[config.mk]
export PLATFORM = sky130hd
export DESIGN_NAME = keypad_emulator
export DESIGN_NICKNAME = d
export VERILOG_FILES = /design/src/rtl/keypad_emulator.sv
export SDC_FILE = /design/constraint.sdc
export NUM_CORES = 1
export LEC_CHECK = 0
export CORE_MARGIN = 1.5
export CORE_UTILIZATION = 50
export DETAILED_ROUTE_END_ITERATION = 12
export MAX_ROUTING_LAYER = met4
export PLACE_DENSITY = 0.81
export SYNTH_ARGS = -nofsm -noshare
export SYNTH_HDL_FRONTEND = slang
export SYNTH_SLANG_ARGS = --single-unit
export TNS_END_PERCENT = 10
[constraint.sdc]
create_clock -name clk -period 1.8 [get_ports clk]
set_clock_uncertainty 0.05 [all_clocks]
set_input_delay 0.45 -clock clk [delete_from_list [all_inputs] [get_ports clk]]
set_output_delay 0.45 -clock clk [all_outputs]
set_load 0.02 [all_outputs]
[src/rtl/keypad_emulator.sv]
// keypad_emulator: responder model of a 4x4 matrix keypad.
// Closes one contact per request, with optional deterministic bounce.
module keypad_emulator #(
  parameter int HOLD_CYCLES   = 2000000,
  parameter int GAP_CYCLES    = 1000000,
  parameter int BOUNCE_COUNT  = 0,
  parameter int BOUNCE_PERIOD = 1000
) (
  input  logic       clk,
  input  logic       reset,
  input  logic       req_valid,
  input  logic [3:0] req_key,
  output logic       req_ready,
  input  logic [3:0] key_row,
  output logic [3:0] key_col,
  output logic       pressed,
  output logic       busy,
  output logic       done,
  output logic       multi_row
);

  localparam int MAX_HG =
    (HOLD_CYCLES > GAP_CYCLES) ? HOLD_CYCLES : GAP_CYCLES;
  localparam int MAXC =
    (MAX_HG > BOUNCE_PERIOD) ? MAX_HG : BOUNCE_PERIOD;
  localparam int CW = (MAXC > 1) ? $clog2(MAXC) : 1;
  localparam int PW =
    (BOUNCE_COUNT > 0) ? $clog2(BOUNCE_COUNT + 1) : 1;

  localparam logic [CW-1:0] HOLD_LD = CW'(HOLD_CYCLES - 1);
  localparam logic [CW-1:0] GAP_LD  = CW'(GAP_CYCLES - 1);
  localparam logic [CW-1:0] PER_LD  =
    CW'((BOUNCE_PERIOD > 0) ? BOUNCE_PERIOD - 1 : 0);
  localparam logic [PW-1:0] PH_LAST =
    PW'((BOUNCE_COUNT > 0) ? BOUNCE_COUNT - 1 : 0);

  typedef enum logic [1:0] {
    S_IDLE,
    S_BOUNCE,
    S_HOLD,
    S_GAP
  } state_e;

  state_e        state_q, state_d;
  logic [CW-1:0] cnt_q, cnt_d;
  logic [PW-1:0] phase_q, phase_d;
  logic [3:0]    key_q, key_d;
  logic          contact_q, contact_d;
  logic          done_q, done_d;
  logic          multi_q, multi_d;
  logic          multi_hit;

  always_comb begin
    state_d   = state_q;
    cnt_d     = cnt_q;
    phase_d   = phase_q;
    key_d     = key_q;
    contact_d = contact_q;
    unique case (state_q)
      S_IDLE: begin
        if (req_valid) begin
          key_d     = req_key;
          contact_d = 1'b1;
          phase_d   = '0;
          if (BOUNCE_COUNT > 0) begin
            state_d = S_BOUNCE;
            cnt_d   = PER_LD;
          end else begin
            state_d = S_HOLD;
            cnt_d   = HOLD_LD;
          end
        end
      end
      S_BOUNCE: begin
        if (cnt_q != '0) begin
          cnt_d = cnt_q - 1'b1;
        end else if (phase_q == PH_LAST) begin
          state_d   = S_HOLD;
          cnt_d     = HOLD_LD;
          contact_d = 1'b1;
        end else begin
          // next phase is even (closed) when the current one is odd
          phase_d   = phase_q + 1'b1;
          cnt_d     = PER_LD;
          contact_d = phase_q[0];
        end
      end
      S_HOLD: begin
        if (cnt_q != '0) begin
          cnt_d = cnt_q - 1'b1;
        end else begin
          state_d   = S_GAP;
          cnt_d     = GAP_LD;
          contact_d = 1'b0;
        end
      end
      S_GAP: begin
        if (cnt_q != '0) begin
          cnt_d = cnt_q - 1'b1;
        end else begin
          state_d = S_IDLE;
        end
      end
      default: begin
        state_d   = S_IDLE;
        contact_d = 1'b0;
      end
    endcase
  end

  assign done_d    = (state_q == S_GAP) && (cnt_q == '0);
  assign multi_hit = contact_q && ($countones(~key_row) >= 2);
  assign multi_d   = multi_q | multi_hit;

  always_ff @(posedge clk) begin
    if (reset) begin
      state_q   <= S_IDLE;
      cnt_q     <= '0;
      phase_q   <= '0;
      key_q     <= '0;
      contact_q <= 1'b0;
      done_q    <= 1'b0;
      multi_q   <= 1'b0;
    end else begin
      state_q   <= state_d;
      cnt_q     <= cnt_d;
      phase_q   <= phase_d;
      key_q     <= key_d;
      contact_q <= contact_d;
      done_q    <= done_d;
      multi_q   <= multi_d;
    end
  end

  assign key_col = (contact_q && !key_row[key_q[3:2]])
                 ? ~(4'b0001 << key_q[1:0])
                 : 4'b1111;

  assign req_ready = (state_q == S_IDLE);
  assign busy      = (state_q != S_IDLE);
  assign pressed   = contact_q;
  assign done      = done_q;
  assign multi_row = multi_q;

endmodule

=== Word-level counts from Yosys, hierarchy flattened ===
Cells that the tools add are included.
W data, S select, Z words.

* Shifts and indexed selects: 1
* Reductions and logical operators: 15
* Equality and inequality tests: 9
* $lt $le $gt $ge: 2
* Muxes and demuxes: 23
* Bitwise gates (word level): 3
* Add/subtract/negate cells: 5

{| class="wikitable"
|+ Operators with widths
! cell !! number
|-
| $mux W21 || 5
|-
| $pmux W21 S4 || 1
|-
| $logic_not A21 Y1 || 1
|-
| $reduce_bool A21 Y1 || 1
|-
| $sub A21 B1 Y21 const B || 1
|-
| $ne A2 B2 Y1 const B || 6
|-
| $mux W2 || 5
|-
| $not A4 Y4 || 2
|-
| $pmux W2 S4 || 1
|-
| $mux W1 || 7
|-
| $reduce_and A5 Y1 || 1
|-
| $add A1 B1 Y2 || 2
|-
| $eq A2 B2 Y1 const B || 2
|-
| $mux W4 || 1
|-
| $reduce_and A2 Y1 || 2
|-
| $reduce_and A4 Y1 || 1
|-
| $reduce_bool A2 Y1 || 2
|-
| $shl A1 B2 Y4 const A || 1
|-
| $add A2 B2 Y3 || 1
|-
| $ge A3 B2 Y1 const B || 1
|-
| $logic_and A1 B1 Y1 || 3
|-
| $lt A2 B3 Y1 const B || 1
|-
| $pmux W1 S3 || 1
|-
| $reduce_and A3 Y1 || 1
|-
| other kinds (8) || 8
|}

* Output and inout bits: 9
* Input bits: 11
* Register bits: 31

=== Depth between registers and ports, before layout ===
Gate-level depths: netlist (run 1).

* Depth in word-level cells: 6
* Mapped depth: 9
* Mapped depth without buffers: 7

=== Least setup slack after synthesis (run 1) ===
OpenSTA, ideal clock, no wires.

* Kind: register to register
* From: register state_q[1]
* To: register cnt_q[17]
* Library setup time: 0.132 ns
* Slack: -0.177 ns
* Cell stages (with the launch flop): 9
* Arrival time: 1.795 ns
* Path buffers: 1
* Period minus slack after synthesis: 1.977 ns
* Path through: dfxtp_1 -> inv_1 -> nand2_1 -> inv_1 -> and2_1 -> clkbuf_1 -> a41oi_1 -> and2_1 -> a21oi_1

* Longest elaborated chain between the ends: 3

{| class="wikitable"
|+ RTL lines
! element !! RTL line !! source
|-
| start, declared || 44 || <nowiki>state_e state_q, state_d;</nowiki>
|-
| start signal, assigned || 125 || <nowiki>state_q <= state_d;</nowiki>
|-
| $logic_not A2 Y1 (*) || - ||
|-
| named net req_ready || 13 || <nowiki>output logic req_ready,</nowiki>
|-
| $ne A2 B2 Y1 (no source line) || - ||
|-
| $reduce_and A2 Y1 (no source line) || - ||
|-
| end signal, assigned || 126 || <nowiki>cnt_q <= cnt_d;</nowiki>
|-
| end, declared || 45 || <nowiki>logic [CW-1:0] cnt_q, cnt_d;</nowiki>
|}

Mark *: on every way through the listed nets, which the timed path passes. The rest lies on a longest branch.
A chain may end at the register's enable or synchronous reset.

=== Worst setup path in the final report (run 1) ===
* From: register key_q[3]
* To: output key_col[0]

* Longest elaborated chain between the ends: 5

{| class="wikitable"
|+ RTL lines
! element !! RTL line !! source
|-
| start, declared || 47 || <nowiki>logic [3:0] key_q, key_d;</nowiki>
|-
| start signal, assigned || 128 || <nowiki>key_q <= key_d;</nowiki>
|-
| $bmux W1 S2 || 135 || <nowiki>assign key_col = (contact_q && !key_row[key_q[3:2]])</nowiki>
|-
| $mux W1 (not written as such) || 135 ||
|-
| $logic_not A1 Y1 || 135 ||
|-
| $logic_and A1 B1 Y1 || 135 ||
|-
| $mux W4 || 136 || <nowiki>? ~(4'b0001 << key_q[1:0])</nowiki>
|-
| end, declared || 15 || <nowiki>output logic [3:0] key_col,</nowiki>
|}

Every way passes these cells. The select of a mux whose other input is x is not followed.

==> out/results.txt, run 1 <==
outcome: finished, violations left
failing checks: setup timing
initial DRC count: 155
clock sinks: 30
I/O pin total: 20
final instance area: 0.002720 mm^2
largest net degree at the start of global routing: 23
drt drc: 0
Max transition margin: 67.17%
global-route met2 utilization: 52.76%
clock buffer depth: 2
HPWL after DPL: 4.153 mm
ANT cells: 0
max_cap viols: 0
DR vias: 2133
initial antenna violation count: 0
post-synth top area share: 32.97%
GRT Total Usage: 32.50%
Post-synth top flop: dfxtp_1
Overflow after GRT: 0
Required @ worst endpoint: 1.30 ns
# rows: 21
worst setup slack after layout: -0.4692 ns
Hold-fix buffers, CTS: 0
CP max FO: 2
# fillers: 219
count leader, synth: dfxtp_1
layout cells sized above 1: 41.02%
CTS buffer count: 5
crit path DAT: 1.77 ns
area leader, netlist: dfxtp_1
Die X: 63.36 um
Final Slew Violations: 0
Pwr Density: 740.4 mW/mm^2
TritonRoute pass-1 iters: 4
Placer Congestion: 0.9081
initial core utilization: 53.33%
Die Ht: 63.36 um
Clock Pin Slew Worst Setup and Hold Paths: 0.10 ns
GR peak layer: met2
level count of the clock H-tree: 2
Reg area: 608.1 um^2
synthesized area per cell: 8.434 um^2
Synthesis Warnings: 0
Finished Layout Cells: 341
Psw: 0.6820 mW
Final Util: 79.63%
sw frac: 33.87%
Comb power frac: 36.1%
syn_nets: 230
Layout area overhead: 49.31%
Worst-Skew Late Latency: 0.35 ns
global-route wire length before repair: 9.887 mm
cells after synthesis: 216
met1 track demand over resource: 39.35%
Slew @ Worst Pin: 0.4887 ns
number of nets in the layout: 308
vias per cell: 6.255
total die area: 0.004014 mm^2
period utilization: 126.1%
Multi-input gate area: 0.001280 mm^2
peak supply drop: 0.0006452 V
Hold Violations, Final: 0
sequential power share: 38.0%
type of the worst setup path: register to primary output
Fin Setup TNS: -4.172 ns
Syn Std Cell Area: 0.001822 mm^2
Setup crit start kind: register
DRT Wirelength: 6.325 mm
Core ar.: 0.003416 mm^2
Cells after DPL: 333
Yosys cell types: 57
fmax: 0.4407 GHz
EDFF count, synth: 0
RSZ-0062 raised after global routing: true
clock network power share: 25.9%
Placement Setup Slack: -1.145 ns
Clock Tree Root: clkbuf_4
met3 Use GR: 5.357%
Async S/R FF share, synth: 0%
Seq/Total Area, Yosys: 32.97%
critical path endpoint category: primary output
ranking of synthesized cells by area: dfxtp_1, a21oi_1, xnor2_1
CTS tree: built
port bufs: 19
Leak Pwr: 1.103 nW
register bit total from synthesis: 30
Pint: 1.332 mW
vias in the first global route: 2118
min cycle time layout: 2.269 ns
most common library cells after synthesis: dfxtp_1, a21oi_1, nor2_1, nand2_1, nor3_1
WL/cell: 18.55 um
Cell Area, Placed: 0.002505 mm^2
ANT nets after route: 0
setup violators final: 27
HP Class: register to register
sequential cells by signal, indices dropped and copies added (netlist names):
| signal | cells |
|---|---|
| state_q | 2 |
| done | 1 |
| cnt_q | 21 |
| multi_row | 1 |
| key_q | 4 |
| pressed | 1 |
critical path: stages, from the launching register on:
cell and delay [ns]:
dfxtp_2 0.35, mux4_2 0.52, nor2b_4 0.15, nor2b_4 0.17, nand2b_1 0.09, buf_6 0.14
layer usage:
metal | vias up | part of all wire (%)
li1 | 973 | -
met4 | 0 | 3.8
met2 | 113 | 48
met5 | - | 0
met1 | 1017 | 40
met3 | 30 | 7.9
through the flow:
stage	hold slack, ns	total power, mW
6_report	0.4176	2.014
5_1_grt	0.4404	2.099
4_1_cts	0.4209	1.949
3_5_place_dp	0.4059	1.402
3_3_place_gp	0.3862	1.377
2_1_floorplan	0.4188	1.105
worst paths after layout:
| check | from | depth (start not counted) | slack, ns | end |
|---|---|---|---|---|
| hold reg to reg | multi_row | 2 | 0.42 | multi_row |
| setup / recovery | key_q[3] | 5 | -0.47 | key_col[0] |
| hold / removal | multi_row | 2 | 0.42 | multi_row |
| setup reg to reg | cnt_q[1] | 9 | -0.20 | cnt_q[18] |
final cells by class:
type	instances	share of cell area, %
Inverter	11	1.518
Clock buffer	8	2.898
Tap cell	46	2.116
Multi-Input combinational cell	166	47.06
Timing Repair Buffer	80	24.06
Sequential cell	30	22.36
what timing repair did:
item,in CTS,in global routing
endpoints found under the setup margin,31,30
buffers inserted,0,0
gates resized for setup,56,16
pin swaps,6,4
layout by cell type (no fill, tap or decap), drive strengths merged, types with 3 or more instances in the layout:
cell / n
a211oi: 7
a21o: 3
a21oi: 18
a31oi: 3
and2: 5
and3: 3
buf: 65
clkbuf: 8
clkdlybuf4s50: 7
dfxtp: 30
dlygate4sd2: 6
inv: 11
mux2i: 4
nand2: 14
nand3: 10
nand3b: 3
nand4: 3
nor2: 17
nor2b: 3
nor3: 12
nor4: 8
o21ai: 9
o31ai: 3
or3: 3
or4: 3
xnor2: 7
power groups by stage:
stage	clock (mW)	combinational [mW]	sequential, mW
2_1_floorplan	0	0.321	0.784
3_3_place_gp	0	0.608	0.768
3_5_place_dp	0	0.632	0.771
4_1_cts	0.514	0.674	0.761
5_1_grt	0.550	0.777	0.771
6_report	0.522	0.726	0.766
cells by family after synthesis:
group / after synthesis / synth area share, %
and+or+nand+nor: 92 / 30.84
AOI/OAI and AO/OA: 58 / 21.43
DFF: 30 / 32.97
buffers and inverters: 20 / 4.876
xor gates and xnor gates: 7 / 3.365
muxes: 5 / 3.434
adders and majority gates: 4 / 3.090
Power figures use the tool's default switching activity.
==> inputs of run 2 (changes only) <==
--- a/config.mk
+++ b/config.mk
@@ -5,11 +5,12 @@
 export SDC_FILE = /design/constraint.sdc
 export NUM_CORES = 1
 export LEC_CHECK = 0
+export ABC_AREA = 1
 export CORE_MARGIN = 1.5
-export CORE_UTILIZATION = 50
+export CORE_UTILIZATION = 51
 export DETAILED_ROUTE_END_ITERATION = 12
 export MAX_ROUTING_LAYER = met4
-export PLACE_DENSITY = 0.81
+export PLACE_DENSITY = 0.82
 export SYNTH_ARGS = -nofsm -noshare
 export SYNTH_HDL_FRONTEND = slang
 export SYNTH_SLANG_ARGS = --single-unit
==> run 2 against run 1 <==
The run still ends with setup timing left. Largest power group unchanged. Count of clock-buffer cells in the layout is 3 lower. Via count decreased by 12%. Critical path type unchanged. Power increased by 2.2%.
==> out/results.txt, run 2 <==
vias per cell: 5.059 (was 6.255)
Yosys cell types: 33 (was 57)
level count of the clock H-tree: 2 (unchanged)
Core ar.: 0.003442 mm^2 (was 0.003416 mm^2)
register bit total from synthesis: 30 (unchanged)
ANT nets after route: 0 (unchanged)
Slew @ Worst Pin: 0.2403 ns (was 0.4887 ns)
Max transition margin: 83.92% (was 67.17%)
total die area: 0.004092 mm^2 (was 0.004014 mm^2)
synthesized area per cell: 6.605 um^2 (was 8.434 um^2)
Tot Pwr: 2.059 mW (was 2.014 mW)
TritonRoute pass-1 iters: 4 (unchanged)
setup violators final: 4 (was 27)
most frequent cells in the layout: nand2_1, inv_1, nor2_1, dfxtp_1, nand3_1 (was buf_4, dfxtp_1, nor2_1, a21oi_1, nand2_1)
Placer Congestion: 0.9026 (was 0.9081)
vias in the first global route: 1795 (was 2118)
ANT cells: 0 (unchanged)
Worst-Skew Late Latency: 0.30 ns (was 0.35 ns)
Pwr Density: 862.0 mW/mm^2 (was 740.4 mW/mm^2)
syn_nets: 301 (was 230)
I/O pin total: 20 (unchanged)
Placement Setup Slack: -0.7666 ns (was -1.145 ns)
# rows: 21 (unchanged)
Overflow after GRT: 0 (unchanged)
area leader, netlist: dfxtp_1 (unchanged)
worst setup slack after layout: -0.03290 ns (was -0.4692 ns)
number of nets in the layout: 340 (was 308)
type of the worst setup path: register to primary output (unchanged)
DRT Wirelength: 4.373 mm (was 6.325 mm)
Post-synth top flop: dfxtp_1 (unchanged)
Seq/Total Area, Yosys: 31.68% (was 32.97%)
Die Ht: 63.97 um (was 63.36 um)
count leader, synth: nand2_1 (was dfxtp_1)
initial DRC count: 130 (was 155)
Synthesis Warnings: 0 (unchanged)
CP max FO: 5 (was 2)
cells after synthesis: 287 (was 216)
most common cell after layout, fill and taps aside: nand2_1 (was buf_4)
RSZ-0062 raised after global routing: true (unchanged)
drt drc: 0 (unchanged)
EDFF count, synth: 0 (unchanged)
critical path endpoint category: primary output (unchanged)
# fillers: 296 (was 219)
most common library cells after synthesis: nand2_1, inv_1, nor2_1, dfxtp_1, nand3_1 (was dfxtp_1, a21oi_1, nor2_1, nand2_1, nor3_1)
crit path DAT: 1.33 ns (was 1.77 ns)
Simple-Gate Fraction of Synth Area: 40.13% (was 30.84%)
worst r2r src: cnt_q[1] (unchanged)
DR vias: 1887 (was 2133)
Clock Pin Slew Worst Setup and Hold Paths: 0.06 ns (was 0.10 ns)
largest net degree at the start of global routing: 17 (was 23)
layout cells sized above 1: 21.41% (was 41.02%)
Hold-fix buffers, CTS: 0 (unchanged)
Async S/R FF share, synth: 0% (unchanged)
Largest regs: cnt_q (21), key_q (4), state_q (2) (unchanged)
max_cap viols: 0 (unchanged)
Most flops, register: cnt_q (unchanged)
Syn Std Cell Area: 0.001896 mm^2 (was 0.001822 mm^2)
Synth Area in XOR/XNOR: 2.772% (was 3.365%)
WL/cell: 11.72 um (was 18.55 um)
peak supply drop: 0.0005628 V (was 0.0006452 V)
Final Slew Violations: 0 (unchanged)
initial core utilization: 55.07% (was 53.33%)
max reg flops: 21 (unchanged)
Setup crit start: key_q[2] (was key_q[3])
outcome: finished, violations left (unchanged)
Setup crit start kind: register (unchanged)
period utilization: 101.8% (was 126.1%)
Clock Tree Root: clkbuf_8 (was clkbuf_4)
CTS tree: built (unchanged)
port bufs: 19 (unchanged)
failing checks: setup timing (unchanged)
fmax: 0.5456 GHz (was 0.4407 GHz)
Hold Violations, Final: 0 (unchanged)
post-synth top area share: 31.68% (was 32.97%)
HP Start: multi_row (unchanged)
mux cell area share after synthesis: 0% (was 3.434%)
Required @ worst endpoint: 1.30 ns (about the same)
HPWL after DPL: 3.241 mm (was 4.153 mm)
Fin Setup TNS: -0.1279 ns (was -4.172 ns)
GRT Total Usage: 24.11% (was 32.50%)
Leak Pwr: 1.152 nW (was 1.103 nW)
initial antenna violation count: 0 (unchanged)
global-route wire length before repair: 7.472 mm (was 9.887 mm)
clock sinks: 30 (unchanged)
clock buffer depth: 2 (unchanged)
ranking of synthesized cells by area: dfxtp_1, nand2_1, inv_1 (was dfxtp_1, a21oi_1, xnor2_1)
CTS buffer count: 5 (unchanged)
HP Class: register to register (unchanged)
Layout area overhead: 26.01% (was 49.31%)
Synth Area in Compound Gates: 11.02% (was 21.43%)
combinational family with the most area after synthesis: simple AND/OR/NAND/NOR gates (unchanged)
Die X: 63.97 um (was 63.36 um)
min cycle time layout: 1.833 ns (was 2.269 ns)
post-synthesis adder-cell area fraction: 2.376% (was 3.091%)
run 2: changes by cell type in the layout (fill, tap and decap cells not counted), sizes merged, moves of 9 or more:
| cell | before | now |
|---|---|---|
| inv | 11 | 51 |
| nand3 | 10 | 24 |
| buf | 65 | 23 |
| nand2 | 14 | 62 |
| nor2 | 17 | 52 |
| nor3 | 12 | 3 |
run 2: logic make-up (layout without fill, tap and decap cells):
logic type,count (synthesis),after routing
adder cells (fa/ha/maj),3,3
buffers and inverters,56,96
AO/OA/AOI/OAI,37,37
flip-flops,30,30
AND/OR/NAND/NOR,155,155
XOR/XNOR,6,6
run 2: layer usage:
layer,part of all wire (%),up-vias,global-route usage [%]
li1,-,984,-
met1,46,855,28.27
met2,47,40,38.80
met3,5.0,8,4.754
met4,1.9,0,13.04
met5,0,-,-
run 2: through the flow:
stage | instances | util [%] | hold WS [ns] | area [um^2]
finish | 373 | 69.39 | 0.4033 | 2389
global route | 373 | 69.39 | 0.4287 | 2389
CTS | 372 | 68.34 | 0.4064 | 2352
detailed placement | 363 | 65.07 | 0.3942 | 2240
global placement | 363 | 65.07 | 0.3932 | 2240
floorplan | 287 | - | 0.3946 | 1896
run 2: critical path: stages (launching register included):
cell and delay [ns]:
dfxtp_4 0.39, a21oi_2 0.06, o21ai_1 0.08, o211ai_1 0.13, nor2_1 0.16, nand2_1 0.08
buf_6 0.13
run 2: cell type report:
cell class | instances | area [um^2] | area share (%)
Sequential cell | 30 | 604.3 | 25.30
Clock buffer | 5 | 68.82 | 2.881
Multi-Input combinational cell | 201 | 1097 | 45.94
Inverter | 51 | 191.4 | 8.015
Tap cell | 46 | 57.56 | 2.410
Timing Repair Buffer | 37 | 329.1 | 13.78
Clock inverter | 3 | 40.04 | 1.676
run 2: what timing repair did:
item / 4_1_cts / 5_1_grt
resized for setup: 38 / 13
cloned: 0 / 0
pin swaps: 8 / 6
setup buffers: 1 / 1
endpoints found under the setup margin: 7 / 12
run 2: report_power, final:
| part | switching [mW] | internal [mW] | total (mW) |
|---|---|---|---|
| registers | 0.0527 | 0.724 | 0.777 |
| clock network | 0.278 | 0.407 | 0.685 |
| logic | 0.363 | 0.234 | 0.597 |
| total | 0.694 | 1.37 | 2.06 |
run 2: final timing paths:
kind,end,slack (ns),cells after the start
setup reg to reg,cnt_q[11],0.13,11
hold reg to reg,multi_row,0.40,2
setup / recovery,key_col[1],-0.03,6
hold / removal,multi_row,0.40,2
==> inputs of run 3 (changes only) <==
--- a/config.mk
+++ b/config.mk
@@ -9,6 +9,7 @@
 export CORE_MARGIN = 1.5
 export CORE_UTILIZATION = 51
 export DETAILED_ROUTE_END_ITERATION = 12
+export GPL_TIMING_DRIVEN = 0
 export MAX_ROUTING_LAYER = met4
 export PLACE_DENSITY = 0.82
 export SYNTH_ARGS = -nofsm -noshare
==> run 3 against run 2 <==
The run still ends with setup timing left. Utilization fell by 3.5 points. Worst hold slack about the same. Non-clock buffer count fell by 13. Worst setup slack improved by 0.0035 ns.
==> out/results.txt, run 3 (synthesized netlist as in run 2, its figures left out) <==
setup violators final: 4 (unchanged)
initial antenna violation count: 0 (unchanged)
CTS tree: built (unchanged)
total die area: 0.004092 mm^2 (unchanged)
GRT Total Usage: 25.25% (was 24.11%)
hold-critical path depth: 2 (unchanged)
worst r2r src: cnt_q[1] (unchanged)
reg2reg end: cnt_q[11] (unchanged)
ANT cells: 0 (unchanged)
Cell Area, Placed: 0.002133 mm^2 (was 0.002240 mm^2)
Reg2Reg Setup Slack: 0.07 ns (was 0.13 ns)
Die X: 63.97 um (unchanged)
FF-to-FF path depth: 11 (unchanged)
drt drc: 0 (unchanged)
Core ar.: 0.003442 mm^2 (unchanged)
critical path capture point: key_col[1] (unchanged)
most common cell after layout, fill and taps aside: nand2_1 (unchanged)
Clock Tree Root: clkbuf_8 (unchanged)
Clock Pin Slew Worst Setup and Hold Paths: 0.06 ns (about the same)
Critical Path Max Stage Delay: 0.25 ns (was 0.39 ns)
Overflow after GRT: 0 (unchanged)
Worst path slowest cell: dlygate4sd2_1 (was dfxtp_4)
DRT Wirelength: 4.547 mm (was 4.373 mm)
vias per cell: 5.122 (was 5.059)
type of the worst setup path: primary input to primary output (was register to primary output)
Pwr Density: 849.1 mW/mm^2 (was 862.0 mW/mm^2)
worst setup slack after layout: -0.02935 ns (was -0.03290 ns)
WL/cell: 12.63 um (was 11.72 um)
Hold Violations, Final: 0 (unchanged)
number of nets in the layout: 327 (was 340)
Slew @ Worst Pin: 0.4798 ns (was 0.2403 ns)
failing checks: setup timing (unchanged)
crit-path cells: dlygate4sd2_1, o21ai_1, o211ai_1, nor2_1, nand2_1, buf_6 (was a21oi_2, o21ai_1, o211ai_1, nor2_1, nand2_1, buf_6)
crit path DAT: 1.33 ns (about the same)
Most flops, register: cnt_q (unchanged)
period utilization: 101.6% (was 101.8%)
I/O pin total: 20 (unchanged)
Required @ worst endpoint: 1.30 ns (about the same)
Tot Pwr: 1.925 mW (was 2.059 mW)
Placer Congestion: 0.8879 (was 0.9026)
fmax: 0.5466 GHz (was 0.5456 GHz)
layout cells sized above 1: 18.15% (was 21.41%)
initial core utilization: 55.07% (unchanged)
final instance area: 0.002267 mm^2 (was 0.002389 mm^2)
Leak Pwr: 1.075 nW (was 1.152 nW)
# rows: 21 (unchanged)
critical path endpoint category: primary output (unchanged)
Final Slew Violations: 0 (unchanged)
clock buffer depth: 2 (unchanged)
# fillers: 314 (was 296)
outcome: finished, violations left (unchanged)
Max transition margin: 68.01% (was 83.92%)
clock sinks: 30 (unchanged)
Largest regs: cnt_q (21), key_q (4), state_q (2) (unchanged)
ANT nets after route: 0 (unchanged)
DR vias: 1844 (was 1887)
Setup crit start kind: primary input (was register)
level count of the clock H-tree: 2 (unchanged)
vias in the first global route: 1777 (was 1795)
peak supply drop: 0.0005971 V (was 0.0005628 V)
Layout area overhead: 19.60% (was 26.01%)
Die Ht: 63.97 um (unchanged)
max reg flops: 21 (unchanged)
RSZ-0062 raised after global routing: true (unchanged)
CTS buffer count: 5 (unchanged)
most frequent cells in the layout: nand2_1, inv_1, nor2_1, dfxtp_1, nand3_1 (unchanged)
initial DRC count: 112 (was 130)
HPWL after DPL: 3.266 mm (was 3.241 mm)
CP max FO: 2 (was 5)
max_cap viols: 0 (unchanged)
Setup crit start: key_row[2] (was key_q[2])
HP Class: register to register (unchanged)
min cycle time layout: 1.829 ns (was 1.833 ns)
TritonRoute pass-1 iters: 4 (unchanged)
largest net degree at the start of global routing: 11 (was 17)
port bufs: 18 (was 19)
global-route wire length before repair: 7.893 mm (was 7.472 mm)
Worst-Skew Late Latency: 0.29 ns (was 0.30 ns)
Final Util: 65.87% (was 69.39%)
## run 3: final cells by class
class                      count  area, um^2  area share, %
multi-input combinational    201        1110          48.95
sequential                    30       605.6          26.71
inverter                      51       191.4          8.444
timing repair buffer          19       175.2          7.726
clock buffer                   7       86.33          3.808
tap                           46       57.56          2.539
buffer                         5       36.28          1.600
clock inverter                 1       5.005         0.2208
## run 3: worst min-delay path by stage
stage	startpoint	to
finish	multi_row	multi_row
global route	reset	cnt_q[14]
CTS	multi_row	multi_row
detailed placement	multi_row	multi_row
global placement	multi_row	multi_row
floorplan	key_q[3]	key_q[3]
## run 3: routing by layer
layer / share of wire, % / routed length [um] / global-route usage, %
met5: 0 / 0 / -
met1: 46 / 2088 / 30.33
met4: 1.3 / 58 / 6.522
met2: 49 / 2216 / 42.19
met3: 4.0 / 183 / 6.338
## run 3: critical path, delay by kind of cell
kind / cells / cell delay [ns]
AND/OR/NAND/NOR: 2 / 0.26
buffers and inverters: 2 / 0.38
AO/OA/AOI/OAI: 2 / 0.23
## run 3: per-stage QoR
stage / setup slack (ns) / TNS (ns) / std cells / hold WS [ns]
floorplan: 0.1499 / 0 / 287 / 0.3946
global placement: -0.7630 / -3.830 / 351 / 0.3866
detailed placement: -0.7625 / -4.373 / 351 / 0.3988
CTS: -0.01743 / -0.04193 / 359 / 0.4106
global route: -0.1051 / -0.4782 / 360 / 0.4347
finish: -0.02935 / -0.05650 / 360 / 0.4037
## run 3: what timing repair did
item	CTS	global route
pin swaps	5	8
resized for setup	40	14
endpoints found under the setup margin	11	23
hold buffers	0	0
setup buffers	0	1
## run 3: power breakdown
group / internal, mW / leakage, nW / total [mW] / switching [mW]
registers: 0.724 / 0.249 / 0.777 / 0.0530
logic: 0.207 / 0.778 / 0.576 / 0.368
clock network: 0.308 / 0.0482 / 0.572 / 0.264
total: 1.24 / 1.08 / 1.93 / 0.686
